[config.mk]
export PLATFORM = sky130hd
export DESIGN_NAME = cu_lsu_flat
export DESIGN_NICKNAME = d
export VERILOG_FILES = /design/src/rtl/cu_lsu_pkg.sv /design/src/rtl/cu_lsu_if.sv /design/src/rtl/cu_lsu_align.sv /design/src/rtl/cu_lsu.sv /design/src/flat_wrapper.sv
export SDC_FILE = /design/constraint.sdc
export NUM_CORES = 1
export LEC_CHECK = 0
export ABC_CLOCK_PERIOD_IN_PS = 6100
export CAP_MARGIN = 20
export CORE_UTILIZATION = 51
export DETAILED_ROUTE_END_ITERATION = 6
export HOLD_SLACK_MARGIN = 0.05
export PLACE_DENSITY_LB_ADDON = 0.3
export SYNTH_ARGS = -nofsm -noshare
export SYNTH_HDL_FRONTEND = slang
export SYNTH_SLANG_ARGS = --single-unit
[constraint.sdc]
create_clock -name soc_clk -period 6.1 [get_ports soc_clk]
set_input_delay 0.915 -clock soc_clk [delete_from_list [all_inputs] [get_ports soc_clk]]
set_output_delay 0.915 -clock soc_clk [all_outputs]
set_load 0.02 [all_outputs]
[src/rtl/cu_lsu_pkg.sv]
// Shared types for the CU load/store initiator.
// Funct3 encodings, FSM states and fault causes.
package lsu_pkg;

    localparam logic [2:0] F3_B  = 3'b000;
    localparam logic [2:0] F3_H  = 3'b001;
    localparam logic [2:0] F3_W  = 3'b010;
    localparam logic [2:0] F3_BU = 3'b100;
    localparam logic [2:0] F3_HU = 3'b101;

    typedef enum logic [1:0] {
        IDLE,
        ISSUE,
        WAIT,
        DONE
    } lsu_state_t;

    typedef enum logic [1:0] {
        FC_NONE     = 2'b00,
        FC_MISALIGN = 2'b01,
        FC_ILLEGAL  = 2'b10,
        FC_TIMEOUT  = 2'b11
    } lsu_fault_t;

endpackage

[src/rtl/cu_lsu_if.sv]
// CU-side request bus towards the MMU.
// master = load/store unit, slave = MMU.
interface cu_lsu_if;
    import lsu_pkg::*;

    logic [31:0] CU_address;
    logic [3:0]  CU_bytesel;
    logic [31:0] CU_dat_in;
    logic        read_or_write;
    logic        retrieve;
    logic [31:0] CU_dat_out;
    logic        mmu_complete;

    modport master (
        output CU_address,
        output CU_bytesel,
        output CU_dat_in,
        output read_or_write,
        output retrieve,
        input  CU_dat_out,
        input  mmu_complete
    );

    modport slave (
        input  CU_address,
        input  CU_bytesel,
        input  CU_dat_in,
        input  read_or_write,
        input  retrieve,
        output CU_dat_out,
        output mmu_complete
    );

endinterface

[src/rtl/cu_lsu_align.sv]
// Lane logic: byte enables, store replication,
// load extension and legality flags.
module lsu_align
    import lsu_pkg::*;
(
    input  logic [2:0]  funct3,
    input  logic        is_store,
    input  logic [1:0]  ea_lo,
    input  logic [31:0] store_data,
    input  logic [31:0] rdata,
    output logic [3:0]  bytesel,
    output logic [31:0] wdata,
    output logic [31:0] ldata,
    output logic        misaligned,
    output logic        illegal
);

    logic        is_b;
    logic        is_h;
    logic        is_w;
    logic [31:0] lane;

    always_comb begin
        is_b = (funct3 == F3_B) || (funct3 == F3_BU);
        is_h = (funct3 == F3_H) || (funct3 == F3_HU);
        is_w = (funct3 == F3_W);
        // Stores have no unsigned forms.
        illegal = !(is_b || is_h || is_w)
                || (is_store && funct3[2]);
        misaligned = (is_h && ea_lo[0])
                   || (is_w && (ea_lo != 2'b00));
        lane = rdata >> {ea_lo, 3'b000};
        bytesel = 4'b0000;
        wdata = 32'h0;
        ldata = 32'h0;
        unique case (1'b1)
            is_b: begin
                bytesel = 4'b0001 << ea_lo;
                wdata = {4{store_data[7:0]}};
                ldata = funct3[2]
                      ? {24'h0, lane[7:0]}
                      : {{24{lane[7]}}, lane[7:0]};
            end
            is_h: begin
                bytesel = ea_lo[1] ? 4'b1100 : 4'b0011;
                wdata = {2{store_data[15:0]}};
                ldata = funct3[2]
                      ? {16'h0, lane[15:0]}
                      : {{16{lane[15]}}, lane[15:0]};
            end
            is_w: begin
                bytesel = 4'b1111;
                wdata = store_data;
                ldata = rdata;
            end
            default: begin
                bytesel = 4'b0000;
            end
        endcase
        if (!is_store) begin
            wdata = 32'h0;
        end
    end

endmodule

[src/rtl/cu_lsu.sv]
// CU load/store initiator: decode, single MMU
// request, bounded wait and load-data return.
module cu_lsu
    import lsu_pkg::*;
#(
    parameter int TIMEOUT_CYCLES = 64,
    parameter int TO_W = $clog2(TIMEOUT_CYCLES + 1)
) (
    input  logic        soc_clk,
    input  logic        soc_rst,
    input  logic        lsu_start,
    input  logic        lsu_is_store,
    input  logic [2:0]  lsu_funct3,
    input  logic [31:0] lsu_base,
    input  logic [31:0] lsu_offset,
    input  logic [31:0] lsu_store_data,
    output logic        lsu_busy,
    output logic        lsu_done,
    output logic [31:0] lsu_load_data,
    output logic        lsu_fault,
    output logic [1:0]  lsu_fault_cause,
    cu_lsu_if.master    mmu
);

    lsu_state_t      state;
    logic [TO_W-1:0] cnt;
    logic [2:0]      f3_q;
    logic            st_q;
    logic [1:0]      ea_lo_q;

    logic [31:0] ea;
    logic        idle;
    logic [2:0]  al_f3;
    logic        al_st;
    logic [1:0]  al_ea;
    logic [3:0]  al_bsel;
    logic [31:0] al_wdata;
    logic [31:0] al_ldata;
    logic        al_mis;
    logic        al_ill;

    assign ea = lsu_base + lsu_offset;
    assign idle = (state == IDLE);
    assign lsu_busy = !idle;

    // Decode from live inputs in IDLE, from latches after.
    assign al_f3 = idle ? lsu_funct3 : f3_q;
    assign al_st = idle ? lsu_is_store : st_q;
    assign al_ea = idle ? ea[1:0] : ea_lo_q;

    lsu_align u_align (
        .funct3     (al_f3),
        .is_store   (al_st),
        .ea_lo      (al_ea),
        .store_data (lsu_store_data),
        .rdata      (mmu.CU_dat_out),
        .bytesel    (al_bsel),
        .wdata      (al_wdata),
        .ldata      (al_ldata),
        .misaligned (al_mis),
        .illegal    (al_ill)
    );

    always_ff @(posedge soc_clk or posedge soc_rst) begin
        if (soc_rst) begin
            state <= IDLE;
            cnt <= '0;
            f3_q <= 3'b000;
            st_q <= 1'b0;
            ea_lo_q <= 2'b00;
            lsu_done <= 1'b0;
            lsu_load_data <= 32'h0;
            lsu_fault <= 1'b0;
            lsu_fault_cause <= FC_NONE;
            mmu.CU_address <= 32'h0;
            mmu.CU_bytesel <= 4'b0000;
            mmu.CU_dat_in <= 32'h0;
            mmu.read_or_write <= 1'b0;
            mmu.retrieve <= 1'b0;
        end else begin
            lsu_done <= 1'b0;
            lsu_fault <= 1'b0;
            lsu_fault_cause <= FC_NONE;
            mmu.retrieve <= 1'b0;
            unique case (state)
                IDLE: begin
                    if (lsu_start) begin
                        f3_q <= lsu_funct3;
                        st_q <= lsu_is_store;
                        ea_lo_q <= ea[1:0];
                        if (al_ill || al_mis) begin
                            state <= DONE;
                            lsu_done <= 1'b1;
                            lsu_fault <= 1'b1;
                            lsu_fault_cause <= al_ill
                                ? FC_ILLEGAL : FC_MISALIGN;
                            lsu_load_data <= 32'h0;
                        end else begin
                            state <= ISSUE;
                            mmu.retrieve <= 1'b1;
                            mmu.CU_address <= {ea[31:2], 2'b00};
                            mmu.CU_bytesel <= al_bsel;
                            mmu.CU_dat_in <= al_wdata;
                            mmu.read_or_write <= lsu_is_store;
                        end
                    end
                end
                ISSUE: begin
                    state <= WAIT;
                    cnt <= '0;
                end
                WAIT: begin
                    // Completion wins over a coincident timeout.
                    if (mmu.mmu_complete) begin
                        state <= DONE;
                        lsu_done <= 1'b1;
                        lsu_load_data <= st_q ? 32'h0 : al_ldata;
                        mmu.CU_address <= 32'h0;
                        mmu.CU_bytesel <= 4'b0000;
                        mmu.CU_dat_in <= 32'h0;
                        mmu.read_or_write <= 1'b0;
                    end else if (cnt == TO_W'(TIMEOUT_CYCLES - 1)) begin
                        state <= DONE;
                        lsu_done <= 1'b1;
                        lsu_fault <= 1'b1;
                        lsu_fault_cause <= FC_TIMEOUT;
                        lsu_load_data <= 32'h0;
                        mmu.CU_address <= 32'h0;
                        mmu.CU_bytesel <= 4'b0000;
                        mmu.CU_dat_in <= 32'h0;
                        mmu.read_or_write <= 1'b0;
                    end else begin
                        cnt <= cnt + 1'b1;
                    end
                end
                DONE: begin
                    state <= IDLE;
                    cnt <= '0;
                end
                default: begin
                    state <= IDLE;
                end
            endcase
        end
    end

endmodule

[src/flat_wrapper.sv]
// flat-port wrapper written by rule: the top's interface ports become plain ports
module cu_lsu_flat import lsu_pkg::*;
#(
    parameter int TIMEOUT_CYCLES = 64,
    parameter int TO_W = $clog2(TIMEOUT_CYCLES + 1)
)
  (soc_clk, soc_rst, lsu_start, lsu_is_store, lsu_funct3, lsu_base, lsu_offset, lsu_store_data, lsu_busy, lsu_done, lsu_load_data, lsu_fault, lsu_fault_cause, mmu_CU_address, mmu_CU_bytesel, mmu_CU_dat_in, mmu_read_or_write, mmu_retrieve, mmu_CU_dat_out, mmu_mmu_complete);
  cu_lsu_if mmu_i ();
  input  logic soc_clk;
  input  logic soc_rst;
  input  logic lsu_start;
  input  logic lsu_is_store;
  input  logic [2:0] lsu_funct3;
  input  logic [31:0] lsu_base;
  input  logic [31:0] lsu_offset;
  input  logic [31:0] lsu_store_data;
  output logic lsu_busy;
  output logic lsu_done;
  output logic [31:0] lsu_load_data;
  output logic lsu_fault;
  output logic [1:0] lsu_fault_cause;
  output wire logic [$bits(mmu_i.CU_address)-1:0] mmu_CU_address;
  output wire logic [$bits(mmu_i.CU_bytesel)-1:0] mmu_CU_bytesel;
  output wire logic [$bits(mmu_i.CU_dat_in)-1:0] mmu_CU_dat_in;
  output wire logic [$bits(mmu_i.read_or_write)-1:0] mmu_read_or_write;
  output wire logic [$bits(mmu_i.retrieve)-1:0] mmu_retrieve;
  input wire logic [$bits(mmu_i.CU_dat_out)-1:0] mmu_CU_dat_out;
  input wire logic [$bits(mmu_i.mmu_complete)-1:0] mmu_mmu_complete;
  assign mmu_CU_address = mmu_i.CU_address;
  assign mmu_CU_bytesel = mmu_i.CU_bytesel;
  assign mmu_CU_dat_in = mmu_i.CU_dat_in;
  assign mmu_read_or_write = mmu_i.read_or_write;
  assign mmu_retrieve = mmu_i.retrieve;
  assign mmu_i.CU_dat_out = mmu_CU_dat_out;
  assign mmu_i.mmu_complete = mmu_mmu_complete;
  cu_lsu #(.TIMEOUT_CYCLES(TIMEOUT_CYCLES), .TO_W(TO_W)) u_core (.soc_clk(soc_clk), .soc_rst(soc_rst), .lsu_start(lsu_start), .lsu_is_store(lsu_is_store), .lsu_funct3(lsu_funct3), .lsu_base(lsu_base), .lsu_offset(lsu_offset), .lsu_store_data(lsu_store_data), .lsu_busy(lsu_busy), .lsu_done(lsu_done), .lsu_load_data(lsu_load_data), .lsu_fault(lsu_fault), .lsu_fault_cause(lsu_fault_cause), .mmu(mmu_i));
endmodule
# == Word level (Yosys, flattened, before mapping) ==
# Index checks and enable logic that the tools add are counted.
# word_totals
wordCells,112
inputBits,136
ff_bits,121
out_inout_bits,107
# classes
n_reduce_logical,23
eq_ne,14
mux,57
shift,2
n_addsub,2
# ops
cell,count
two-way mux 32 bit,13
case mux 32 bit (2 select lines),3
case mux 32 bit (3 select lines),2
adder 32 bit,1
>> shifter 32 x 5 -> 16 bit,1
two-way mux 2 bit,10
two-way mux 4 bit,5
two-way mux 7 bit,2
case mux 7 bit (2 select lines),1
two-way mux 1 bit,13
case mux 4 bit (3 select lines),1
!= test 2 bit (second input constant),5
case mux 2 bit (4 select lines),1
case mux 4 bit (2 select lines),1
AND reduction 4 bit,2
adder 7 x 1 -> 7 bit (second input constant),1
equality test 7 x 6 -> 1 bit (second input constant),1
logical OR 1 bit,7
equality test 3 bit (second input constant),2
case mux 1 bit (2 select lines),3
nonzero test 2 bit,3
equality test 2 bit (second input constant),2
case mux 2 bit (2 select lines),1
AND reduction 2 bit,2
12 further kinds,15

# == Depth between registers and ports, before layout ==
# Gate-level depths: netlist of run 1.
# depth
depth_word,12
ltp_mapped,12

# == By module ==
# A second synthesis of run 1 with hierarchy kept.
# unflattened
hier_cells,982
hier_area_um2,8055.2
# modules_own_cells
module,seq_area_each_um2,cells_each,n_inst,area_each_um2
cu_lsu,2977.9,736,1,6605.1
lsu_align,0.0,246,1,1450.1

# == Least setup slack after synthesis of run 1 ==
# Ideal clock, no wire load.
# synth_path
path_kind,input -> register
start,in lsu_base[0]
end,reg u_core.lsu_load_data[17]
t_required_ns,5.982
stages,11
arrival_ns,3.032
n_path_buf,2
slack_ns,2.949
cell_sequence,ha_1 fa_1 nor2_1 a21oi_1 o22ai_2 and3_4 or2_2 clkbuf_1 clkbuf_1 nand2_1 o21ai_2
# synth_via
elab_chain_cells,8
elab_cells_between_ends,16
# synth_lines
element,line_no,source
from (decl),flat_wrapper.sv:14,input logic [31:0] lsu_base;
adder 32 bit (*),cu_lsu.sv:42,assign ea = lsu_base + lsu_offset;
via u_core.ea[1],cu_lsu.sv:31,logic [31:0] ea;
two-way mux 2 bit (*),cu_lsu.sv:49,assign al_ea = idle ? ea[1:0] : ea_lo_q;
>> shifter 32 x 5 -> 16 bit / nonzero test 2 bit (equally long branches),"cu_lsu_align.sv:32, cu_lsu_align.sv:31",
two-way mux 32 bit (tied with other cells),cu_lsu_align.sv:48,"? {16'h0, lane[15:0]}"
case mux 32 bit (3 select lines) / logical OR 1 bit (equally long branches),"cu_lsu_align.sv:36, cu_lsu_align.sv:31",
two-way mux 32 bit / logical OR 1 bit (equally long branches),"cu_lsu.sv:117, cu_lsu.sv:91",
two-way mux 32 bit / != test 2 bit (equally long branches),--,
case mux 32 bit (2 select lines) / AND reduction 4 bit (equally long branches),--,
to (signal assigned),cu_lsu.sv:117,lsu_load_data <= st_q ? 32'h0 : al_ldata;
to (decl),cu_lsu.sv:19,"output logic [31:0] lsu_load_data,"
# Mark *: on every way through the listed nets, which the timed path passes. The rest lies on a longest branch.
# A chain may end at the register's enable or synchronous reset.

# == Final worst setup path of run 1 ==
# layout_path
start,in lsu_base[0]
end,reg u_core.mmu.CU_address[29]
# layout_via
elab_chain_cells,8
elab_cells_between_ends,12
# layout_lines
element,line_no,source
adder 32 bit,cu_lsu.sv:42,
via u_core.ea[1],cu_lsu.sv:31,
two-way mux 2 bit,cu_lsu.sv:49,
nonzero test 2 bit,cu_lsu_align.sv:31,|| (is_w && (ea_lo != 2'b00));
logical AND 1 bit,cu_lsu_align.sv:31,
logical OR 1 bit,cu_lsu_align.sv:31,
logical OR 1 bit,cu_lsu.sv:91,if (al_ill || al_mis) begin
!= test 2 bit (no source line),--,
AND reduction 4 bit (no source line),--,
to (signal assigned),cu_lsu.sv:101,"mmu.CU_address <= {ea[31:2], 2'b00};"
to (decl),cu_lsu_if.sv:15,"output CU_address,"
# The timed path passes the listed nets, and every way through them passes these cells. The select of a mux whose other input is x is not followed.

==> qor.yml, run 1 <==
routedWlPerCell_um: 17.84
cts.path.max_buffers: 2
avgSynthCellArea_um2: 9.041
dieWidth_um: 123.2
timing.critical_path.mode_cell: "nor2_1"
dp_slack_ns: 1.637
cts_tree: "done"
antenna_found_initial: 0
areaGrowthSynthToFinish_pct: 40.35
yosysWarningCount: 0
final_cell_area_mm2: 0.01052
root_buffer: "clkbuf_16"
clockPowerShare: 0.198
crit_path_cell_trace: "clkdlybuf4s50_1 > ha_1 > fa_1 > nor2_1 > a21oi_1 > o22ai_2 > and3_4 > o21bai_4 > buf_4 > nor2_1 > a22oi_1 > o21ai_0"
clk_latency_ns: 0.43
hold_ws_ns: 0.4786
async_flop_share: 1.000
final_util: 0.7462
swShare: 0.4445
p_per_area_mw_per_mm2: 489.1
drv_slew: 0
rows: 43
syn_area_mm2: 0.007495
setup_ws_ns: 1.996
setup_viol: 0
track_usage: 0.3018
tns_ns: 0
wl_um: 22020
post-cts-setup-buffers: 0
numCtsBuffers: 17
rsz0062_at_grt: "no"
post_route_cells_drive_above_1_share: 0.07590
violations: "DRC"
fin_crit_sh: 0.6729
fmax_ghz: 0.2436
worst_slew_pin_slew_ns: 1.081
finalWeightedCongestion: 0.9129
seq_area_mm2: 0.002978
pin_count: 243
status: "finished with violations"
ctsResizeCount: 0
placed_area_mm2: 0.009901
totalPowerFinal_mw: 5.145
slew_headroom: 0.2794
htreeDepth: 4
drt_iter0_markers: 686
peakVddDrop_v: 0.0003966
io_buffers: 240
nets: 1215
cts.clk_slew.worst_paths_ns: 0.06
hold_violations: 0
grt_pass1_vias: 7187
vias_per_cell: 5.965
ant_nets: 0
end_kind: "flop"
placed_cells: 1201
intPower_mw: 2.858
grt_max_degree: 105
required_ns: 6.36
vias: 7361
startpoint_type: "input port"
post_synth_num_cell_types: 69
drv_cap: 0
synth_edf_count: 0
multiInputGateArea_mm2: 0.004184
n_fill_cell: 1021
grt.overflow.total: 0
p_switching_mw: 2.287
worst-path-max-fanout: 104
final_cells: 1234
design.core.area_mm2: 0.01410
crit_slowest_cell: "buf_4"
ys_ff_latch: 119
period_needed_ns: 4.104
ctsHoldBuffers: 0
initial_core_util: 0.5317
dieArea_mm2: 0.01518
grt_pass1_wl_um: 35010
die_y_um: 123.2
antenna_cells: 0
drc: 4
pwr-share-comb: 0.560
seq_power_share: 0.242
seq_area_frac_synth: 0.3973
hold_class: "flop to flop"
post-dp-hpwl_um: 15890
numClockSinks: 119
synthCells: 829
drt-pass1-iter-count: 7
synthFlopType: "dfrtp_1"
p_leak_nw: 4.471
skew_ns: 0.007717
critPathMaxStageDelay_ns: 0.76
worst_ep_arrival_time_ns: 4.37
worstSetupPathType: "input port to flop"
[Yosys cell counts, drive strengths merged, types with 4 or more instances]
master / number / share of area
or2: 5 / 0.0045
a22oi: 17 / 0.017
xnor2: 21 / 0.025
a21o: 14 / 0.014
buf: 34 / 0.026
nand3: 12 / 0.0080
o211ai: 4 / 0.0040
o41ai: 6 / 0.0070
nand2: 145 / 0.073
a21oi: 64 / 0.044
a222oi: 8 / 0.011
nand4: 10 / 0.0083
o31ai: 29 / 0.030
nor2: 32 / 0.018
o21bai: 8 / 0.0095
nor3: 9 / 0.0060
mux4: 7 / 0.021
or3: 4 / 0.0033
dfrtp: 119 / 0.40
a221oi: 10 / 0.012
and3: 11 / 0.0098
inv: 21 / 0.011
nand2b: 7 / 0.0058
ha: 37 / 0.062
xor2: 8 / 0.0093
o21ai: 107 / 0.074
mux2: 9 / 0.014
clkbuf: 19 / 0.0097
mux2i: 14 / 0.021
a31oi: 5 / 0.0042
[worst paths after layout]
| check | cells after the start | end | slack (ns) | start |
|---|---|---|---|---|
| hold reg to reg | 2 | u_core.mmu.CU_dat_in[14]$_DFFE_PP0P_ | 0.48 | u_core.mmu.CU_dat_in[14]$_DFFE_PP0P_ |
| setup / recovery | 12 | u_core.mmu.CU_address[29]$_DFFE_PP0P_ | 2.00 | lsu_base[0] |
| hold / removal | 2 | u_core.mmu.CU_dat_in[14]$_DFFE_PP0P_ | 0.48 | u_core.mmu.CU_dat_in[14]$_DFFE_PP0P_ |
| max in group asynchronous | 3 | u_core.mmu.CU_dat_in[31]$_DFFE_PP0P_ | 3.90 | soc_rst |
| setup reg to reg | 11 | u_core.mmu.CU_address[29]$_DFFE_PP0P_ | 2.22 | u_core.state[0]$_DFFE_PP0P_ |
| min in group asynchronous | 2 | u_core.mmu.CU_address[5]$_DFFE_PP0P_ | 1.00 | soc_rst |
[metal layers]
| layer | global-route usage | up-vias | wire length (µm) | share of wire |
|---|---|---|---|---|
| met1 | 0.3876 | 3469 | 8943 | 0.41 |
| met2 | 0.4791 | 390 | 10420 | 0.47 |
| li1 | - | 3448 | - | - |
| met4 | 0.1303 | 0 | 690 | 0.031 |
| met5 | 0 | - | 0 | 0 |
| met3 | 0.08072 | 54 | 1958 | 0.089 |
[state kept, by name, indices dropped and copies added, names as in the netlist]
name,count
u_core.mmu.CU_address,30
u_core.lsu_fault,1
u_core.state,2
u_core.cnt,7
u_core.mmu.retrieve,1
u_core.lsu_fault_cause,2
u_core.ea_lo_q,2
u_core.lsu_load_data,32
u_core.st_q,1
u_core.lsu_done,1
u_core.mmu.CU_bytesel,4
u_core.mmu.read_or_write,1
u_core.mmu.CU_dat_in,32
u_core.f3_q,3
[final cells by class]
type | count | share of cell area
Clock inverter | 15 | 0.01725
Tap cell | 180 | 0.02141
Timing Repair Buffer | 245 | 0.2323
Inverter | 21 | 0.007732
Sequential cell | 119 | 0.2831
Clock buffer | 17 | 0.04044
Multi-Input combinational cell | 637 | 0.3978
[power groups by stage]
stage / clock network, mW / registers (mW) / logic (mW)
after CTS: 1.03 / 1.24 / 2.86
after global routing: 1.07 / 1.28 / 3.12
after detailed placement: 0 / 1.24 / 2.83
final: 1.02 / 1.24 / 2.88
after floorplan: 0 / 1.50 / 1.63
after global placement: 0 / 1.25 / 2.77
[worst max-delay path, delay by kind of cell]
family | cells | cell delay, ns
AND/OR/NAND/NOR | 3 | 0.52
adder cells (fa/ha/maj) | 2 | 0.89
AO/OA/AOI/OAI | 5 | 0.84
buffers and inverters | 2 | 1.16
[kinds of logic after synthesis]
family                   count (synthesis)  share of synthesized area
AO/OA/AOI/OAI                          293                     0.2531
AND/OR/NAND/NOR                        245                     0.1486
flip-flops                             119                     0.3973
buffers and inverters                   74                    0.04624
adder cells (fa/ha/maj)                 38                    0.06444
multiplexers                            30                    0.05593
XOR/XNOR                                29                    0.03389
other                                    1                  0.0005004
[cell usage in the layout, fill, tap and decap left out, drive strengths merged, types with 3 or more instances in the layout]
| cell type | synthesis | layout |
|---|---|---|
| a22oi | 17 | 17 |
| nor2b | 3 | 3 |
| inv | 21 | 21 |
| and3 | 11 | 11 |
| o22ai | 3 | 3 |
| nor3 | 9 | 9 |
| a21o | 14 | 14 |
| clkdlybuf4s50 | 0 | 240 |
| or3 | 4 | 4 |
| o41ai | 6 | 6 |
| or2 | 5 | 5 |
| nand3 | 12 | 12 |
| clkbuf | 19 | 17 |
| nand2 | 145 | 145 |
| ha | 37 | 37 |
| a22o | 3 | 3 |
| o21a | 3 | 3 |
| dfrtp | 119 | 119 |
| nand2b | 7 | 7 |
| buf | 34 | 5 |
| clkinvlp | 0 | 5 |
| o21ai | 107 | 107 |
| mux2i | 14 | 14 |
| o21bai | 8 | 8 |
| clkinv | 0 | 7 |
| o31ai | 29 | 29 |
| xnor2 | 21 | 21 |
| nor2 | 32 | 32 |
| a21oi | 64 | 64 |
| mux4 | 7 | 7 |
| a31oi | 5 | 5 |
| a221oi | 10 | 10 |
| bufinv | 0 | 3 |
| o211ai | 4 | 4 |
| mux2 | 9 | 9 |
| a222oi | 8 | 8 |
| xor2 | 8 | 8 |
| nand4 | 10 | 10 |
No activity file was read; power rests on OpenSTA's default activity.
==> run 2: changes to the inputs <==
--- a/config.mk
+++ b/config.mk
@@ -5,9 +5,9 @@
 export SDC_FILE = /design/constraint.sdc
 export NUM_CORES = 1
 export LEC_CHECK = 0
-export ABC_CLOCK_PERIOD_IN_PS = 6100
+export ABC_CLOCK_PERIOD_IN_PS = 4100
 export CAP_MARGIN = 20
-export CORE_UTILIZATION = 51
+export CORE_UTILIZATION = 47
 export DETAILED_ROUTE_END_ITERATION = 6
 export HOLD_SLACK_MARGIN = 0.05
 export PLACE_DENSITY_LB_ADDON = 0.3
==> constraint.sdc (replaced) <==
create_clock -name soc_clk -period 4.1 [get_ports soc_clk]
set_input_delay 0.615 -clock soc_clk [delete_from_list [all_inputs] [get_ports soc_clk]]
set_output_delay 0.615 -clock soc_clk [all_outputs]
set_load 0.02 [all_outputs]
==> qor.yml, run 2 (synthesis results as in run 1) <==
status: "finished clean"
rr_startpoint: "u_core.state[1]$_DFFE_PP0P_"
nets: 1221
r2r_cells: 8
antenna_cells: 0
grt_pass1_vias: 6879
cts_tree: "done"
finalWeightedCongestion: 0.9315
rows: 45
worst_ep_arrival_time_ns: 3.67
drv_cap: 0
cts.clk_slew.worst_paths_ns: 0.06
areaGrowthSynthToFinish_pct: 41.82
hold_start: "u_core.mmu.CU_dat_in[21]$_DFFE_PP0P_"
cp-endpoint: "u_core.mmu.CU_dat_in[4]$_DFFE_PP0P_"
ant_nets: 0
timing.rr.end: "u_core.mmu.CU_dat_in[4]$_DFFE_PP0P_"
setup_viol: 0
drt_iter0_markers: 663
dieWidth_um: 128.3
vias: 7330
grt.overflow.total: 0
top_regs: "u_core.lsu_load_data (32), u_core.mmu.CU_dat_in (32), u_core.mmu.CU_address (30)"
vias_per_cell: 5.767
placed_cells: 1239
worst-path-max-fanout: 21
track_usage: 0.2784
slew_headroom: 0.2750
cp-startpoint: "u_core.state[1]$_DFFE_PP0P_"
worstSetupPathType: "flop to flop"
layout_common_cells: "240 x clkdlybuf4s50_1, 144 x nand2_1, 119 x dfrtp_1, 63 x a21oi_1, 60 x o21ai_0"
die_y_um: 128.3
root_buffer: "clkbuf_16"
mostFrequentLayoutCell: "clkdlybuf4s50_1"
regToRegSetupSlack_ns: 0.77
startpoint_type: "flop"
antenna_found_initial: 0
io_buffers: 240
dp_slack_ns: 0.5412
post_route_cells_drive_above_1_share: 0.08019
htreeDepth: 4
required_ns: 4.44
totalPowerFinal_mw: 7.757
end_kind: "flop"
skew_ns: 0.007948
final_cells: 1271
drt-pass1-iter-count: 7
initial_core_util: 0.4876
dieArea_mm2: 0.01646
ctsHoldBuffers: 0
grt_pass1_wl_um: 35370
p_per_area_mw_per_mm2: 729.8
numClockSinks: 119
hold_ws_ns: 0.4748
p_leak_nw: 4.511
numCtsBuffers: 17
hold_class: "flop to flop"
setup_ws_ns: 0.7699
grt_max_degree: 78
rsz0062_at_grt: "no"
worst_slew_pin_slew_ns: 1.080
ctsResizeCount: 0
peakVddDrop_v: 0.0003997
final_util: 0.6915
cts.path.max_buffers: 2
post-cts-setup-buffers: 0
drv_slew: 0
drc: 0
tns_ns: 0
placed_area_mm2: 0.01001
final_cell_area_mm2: 0.01063
clk_latency_ns: 0.42
pin_count: 243
fmax_ghz: 0.3003
design.core.area_mm2: 0.01537
period_needed_ns: 3.330
fin_crit_sh: 0.8122
hold_violations: 0
post-dp-hpwl_um: 17060
routedWlPerCell_um: 17.85
wl_um: 22690
==> run 2: changes by cell type in the layout (fill, tap and decap cells not counted), sizes merged <==
| cell | before | now |
|---|---|---|
| buf | 5 | 11 |
| clkbuf | 17 | 18 |
| clkinv | 7 | 5 |
| inv | 21 | 22 |
==> run 2: worst max-delay path: stages, from the launching register on <==
cell	delay [ns]
dfrtp_1	0.41
inv_1	0.14
ha_1	0.81
mux2i_2	0.28
buf_4	0.31
nor2_1	0.23
nor3_1	0.73
nand2_1	0.14
o21ai_0	0.20
==> run 2: how the worst min path moves through the flow <==
stage	endpoint	cells past startpoint	slack, ns
final	u_core.mmu.CU_dat_in[21]$_DFFE_PP0P_	2	0.47
after detailed placement	u_core.mmu.CU_dat_in[21]$_DFFE_PP0P_	2	0.47
after global routing	u_core.mmu.CU_bytesel[0]$_DFFE_PP0P_	2	0.49
after global placement	u_core.mmu.CU_dat_in[21]$_DFFE_PP0P_	2	0.46
after floorplan	u_core.cnt[5]$_DFFE_PP0P_	1	0.45
after CTS	u_core.mmu.CU_dat_in[31]$_DFFE_PP0P_	2	0.48
==> run 2: final cells by class <==
cell class              count  area (µm²)
clock inverters            14       176.4
clock buffers              18       439.2
well taps                 211       264.0
flip-flops and latches    119        2978
repair buffers            251        2510
inverters                  21       81.33
fillers                  1252        4742
multi-input cells         637        4180
==> run 2: report_power, final <==
group | internal, mW | switching [mW] | total, mW
clock | 0.974 | 0.568 | 1.54
combinational | 1.78 | 2.58 | 4.36
sequential | 1.59 | 0.267 | 1.86
==> run 2: routing by layer <==
layer / vias up / wire length, µm / track usage
met1: 3446 / 9011 / 0.3486
met4: 0 / 695 / 0.1294
met3: 53 / 2042 / 0.06386
met2: 367 / 10940 / 0.4560
li1: 3464 / - / -
met5: - / 0 / 0
==> run 3: changes to the inputs <==
--- a/config.mk
+++ b/config.mk
@@ -5,7 +5,7 @@
 export SDC_FILE = /design/constraint.sdc
 export NUM_CORES = 1
 export LEC_CHECK = 0
-export ABC_CLOCK_PERIOD_IN_PS = 4100
+export ABC_CLOCK_PERIOD_IN_PS = 3400
 export CAP_MARGIN = 20
 export CORE_UTILIZATION = 47
 export DETAILED_ROUTE_END_ITERATION = 6
==> constraint.sdc (replaced) <==
create_clock -name soc_clk -period 3.4 [get_ports soc_clk]
set_input_delay 0.51 -clock soc_clk [delete_from_list [all_inputs] [get_ports soc_clk]]
set_output_delay 0.51 -clock soc_clk [all_outputs]
set_load 0.02 [all_outputs]
==> qor.yml, run 3 (synthesis results as in run 1) <==
status: "finished clean"
grt_pass1_wl_um: 36630
setup_viol: 0
met2_usage: 0.4630
top_regs: "u_core.lsu_load_data (32), u_core.mmu.CU_dat_in (32), u_core.mmu.CU_address (30)"
fmax_ghz: 0.3266
timing.rr.end: "u_core.lsu_load_data[28]$_DFFE_PP0P_"
pin_count: 243
io_buffers: 240
initial_core_util: 0.4876
drc: 0
placed_area_mm2: 0.01012
ant_nets: 0
drt_iter0_markers: 680
p_per_area_mw_per_mm2: 891.8
gr-usage-met1: 0.3605
clk_latency_ns: 0.43
track_usage: 0.2881
final_cell_area_mm2: 0.01075
numCtsBuffers: 17
antenna_found_initial: 0
finalWeightedCongestion: 0.9116
grt.overflow.total: 0
regToRegSetupSlack_ns: 0.34
design.core.area_mm2: 0.01537
worst_ep_arrival_time_ns: 3.39
rsz0062_at_grt: "no"
cts_tree: "done"
drt-pass1-iter-count: 5
numClockSinks: 119
r2r_cells: 10
worst_slew_pin_slew_ns: 0.9734
root_buffer: "clkbuf_16"
worst-path-max-fanout: 24
period_needed_ns: 3.062
rows: 45
met3_usage: 0.05927
grt_pass1_vias: 7262
mostFrequentLayoutCell: "clkdlybuf4s50_1"
grt_max_degree: 90
drv_slew: 0
vias: 7433
antenna_cells: 0
post-dp-hpwl_um: 17210
ctsResizeCount: 0
dieWidth_um: 128.3
fin_crit_sh: 0.9006
die_y_um: 128.3
post_route_cells_drive_above_1_share: 0.08606
skew_ns: 0.01213
cts.path.max_buffers: 2
layout_common_cells: "240 x clkdlybuf4s50_1, 144 x nand2_1, 119 x dfrtp_1, 63 x a21oi_1, 60 x o21ai_0"
vias_per_cell: 5.807
nets: 1230
hold_ws_ns: 0.3828
hold_class: "input port to async pin"
required_ns: 3.72
drv_cap: 0
top_usage_layer: "met2"
wl_um: 23130
worstSetupPathType: "flop to flop"
post-cts-setup-buffers: 0
ctsHoldBuffers: 0
htreeDepth: 4
final_util: 0.6996
slew_headroom: 0.3467
peakVddDrop_v: 0.0006998
rr_startpoint: "u_core.state[0]$_DFFE_PP0P_"
startpoint_type: "flop"
p_leak_nw: 4.597
hold_violations: 0
tns_ns: 0
areaGrowthSynthToFinish_pct: 43.47
routedWlPerCell_um: 18.07
dieArea_mm2: 0.01646
end_kind: "flop"
cts.clk_slew.worst_paths_ns: 0.06
[run 3: cell types whose count changed in the layout (fill, tap and decap cells not counted)]
cell and change:
buf_12 +3, clkinvlp_4 -4, clkbuf_8 +3, buf_4 +6
inv_6 -1, clkbuf_1 +2, clkinv_2 +4, clkinv_4 -4
bufinv_16 +1, inv_4 -1
[run 3: layout make-up]
type                            instances  area, µm²
Fill cell                            1203       4618
Multi-Input combinational cell        637       4180
Sequential cell                       119       2978
Timing Repair Buffer                  260       2615
Clock buffer                           23      488.0
Tap cell                              211      264.0
Clock inverter                          9      145.1
Inverter                               21      82.58
[run 3: routing by layer]
metal | wire length (µm) | vias to the layer above | share of wire
met5 | 0 | - | 0
met4 | 985 | 0 | 0.043
met3 | 1987 | 79 | 0.086
met2 | 10960 | 393 | 0.47
met1 | 9196 | 3483 | 0.40
li1 | - | 3478 | -
[run 3: worst max path at each step]
stage                                      startpoint  slack, ns  cells after the start                                    to
after CTS                 u_core.state[0]$_DFFE_PP0P_       0.34                     10  u_core.lsu_load_data[28]$_DFFE_PP0P_
after floorplan                           lsu_base[0]       0.65                     11  u_core.lsu_load_data[17]$_DFFE_PP0P_
after global placement                    lsu_base[0]       0.15                     11  u_core.lsu_load_data[27]$_DFFE_PP0P_
after global routing      u_core.state[0]$_DFFE_PP0P_       0.09                     10  u_core.lsu_load_data[28]$_DFFE_PP0P_
after detailed placement                  lsu_base[0]       0.08                     11  u_core.lsu_load_data[30]$_DFFE_PP0P_
final                     u_core.state[0]$_DFFE_PP0P_       0.34                     10  u_core.lsu_load_data[28]$_DFFE_PP0P_
[run 3: critical path, cell delays in order, from the launching register on]
cell and delay, ns:
dfrtp_1 0.42, inv_1 0.12, ha_1 0.63, nor3_1 0.19
a21oi_4 0.31, o22ai_2 0.14, and3_4 0.22, nor2_4 0.12
nand4b_4 0.17, or2_4 0.41, o21ai_0 0.22
[run 3: power by group]
group | total [mW] | switching [mW] | leakage (nW) | internal (mW)
registers | 2.22 | 0.306 | 1.59 | 1.92
clock network | 1.94 | 0.638 | 0.317 | 1.30
logic | 5.43 | 3.16 | 2.69 | 2.27
total | 9.59 | 4.11 | 4.60 | 5.48
[run 3: metrics by stage]
stage	power [mW]	cells	setup WS, ns
4_1_cts	9.595	1280	0.3356
5_1_grt	10.18	1280	0.08983
6_report	9.589	1280	0.3379
3_5_place_dp	7.625	1248	0.07539
3_3_place_gp	7.502	1248	0.1489
2_1_floorplan	5.616	830	0.6544
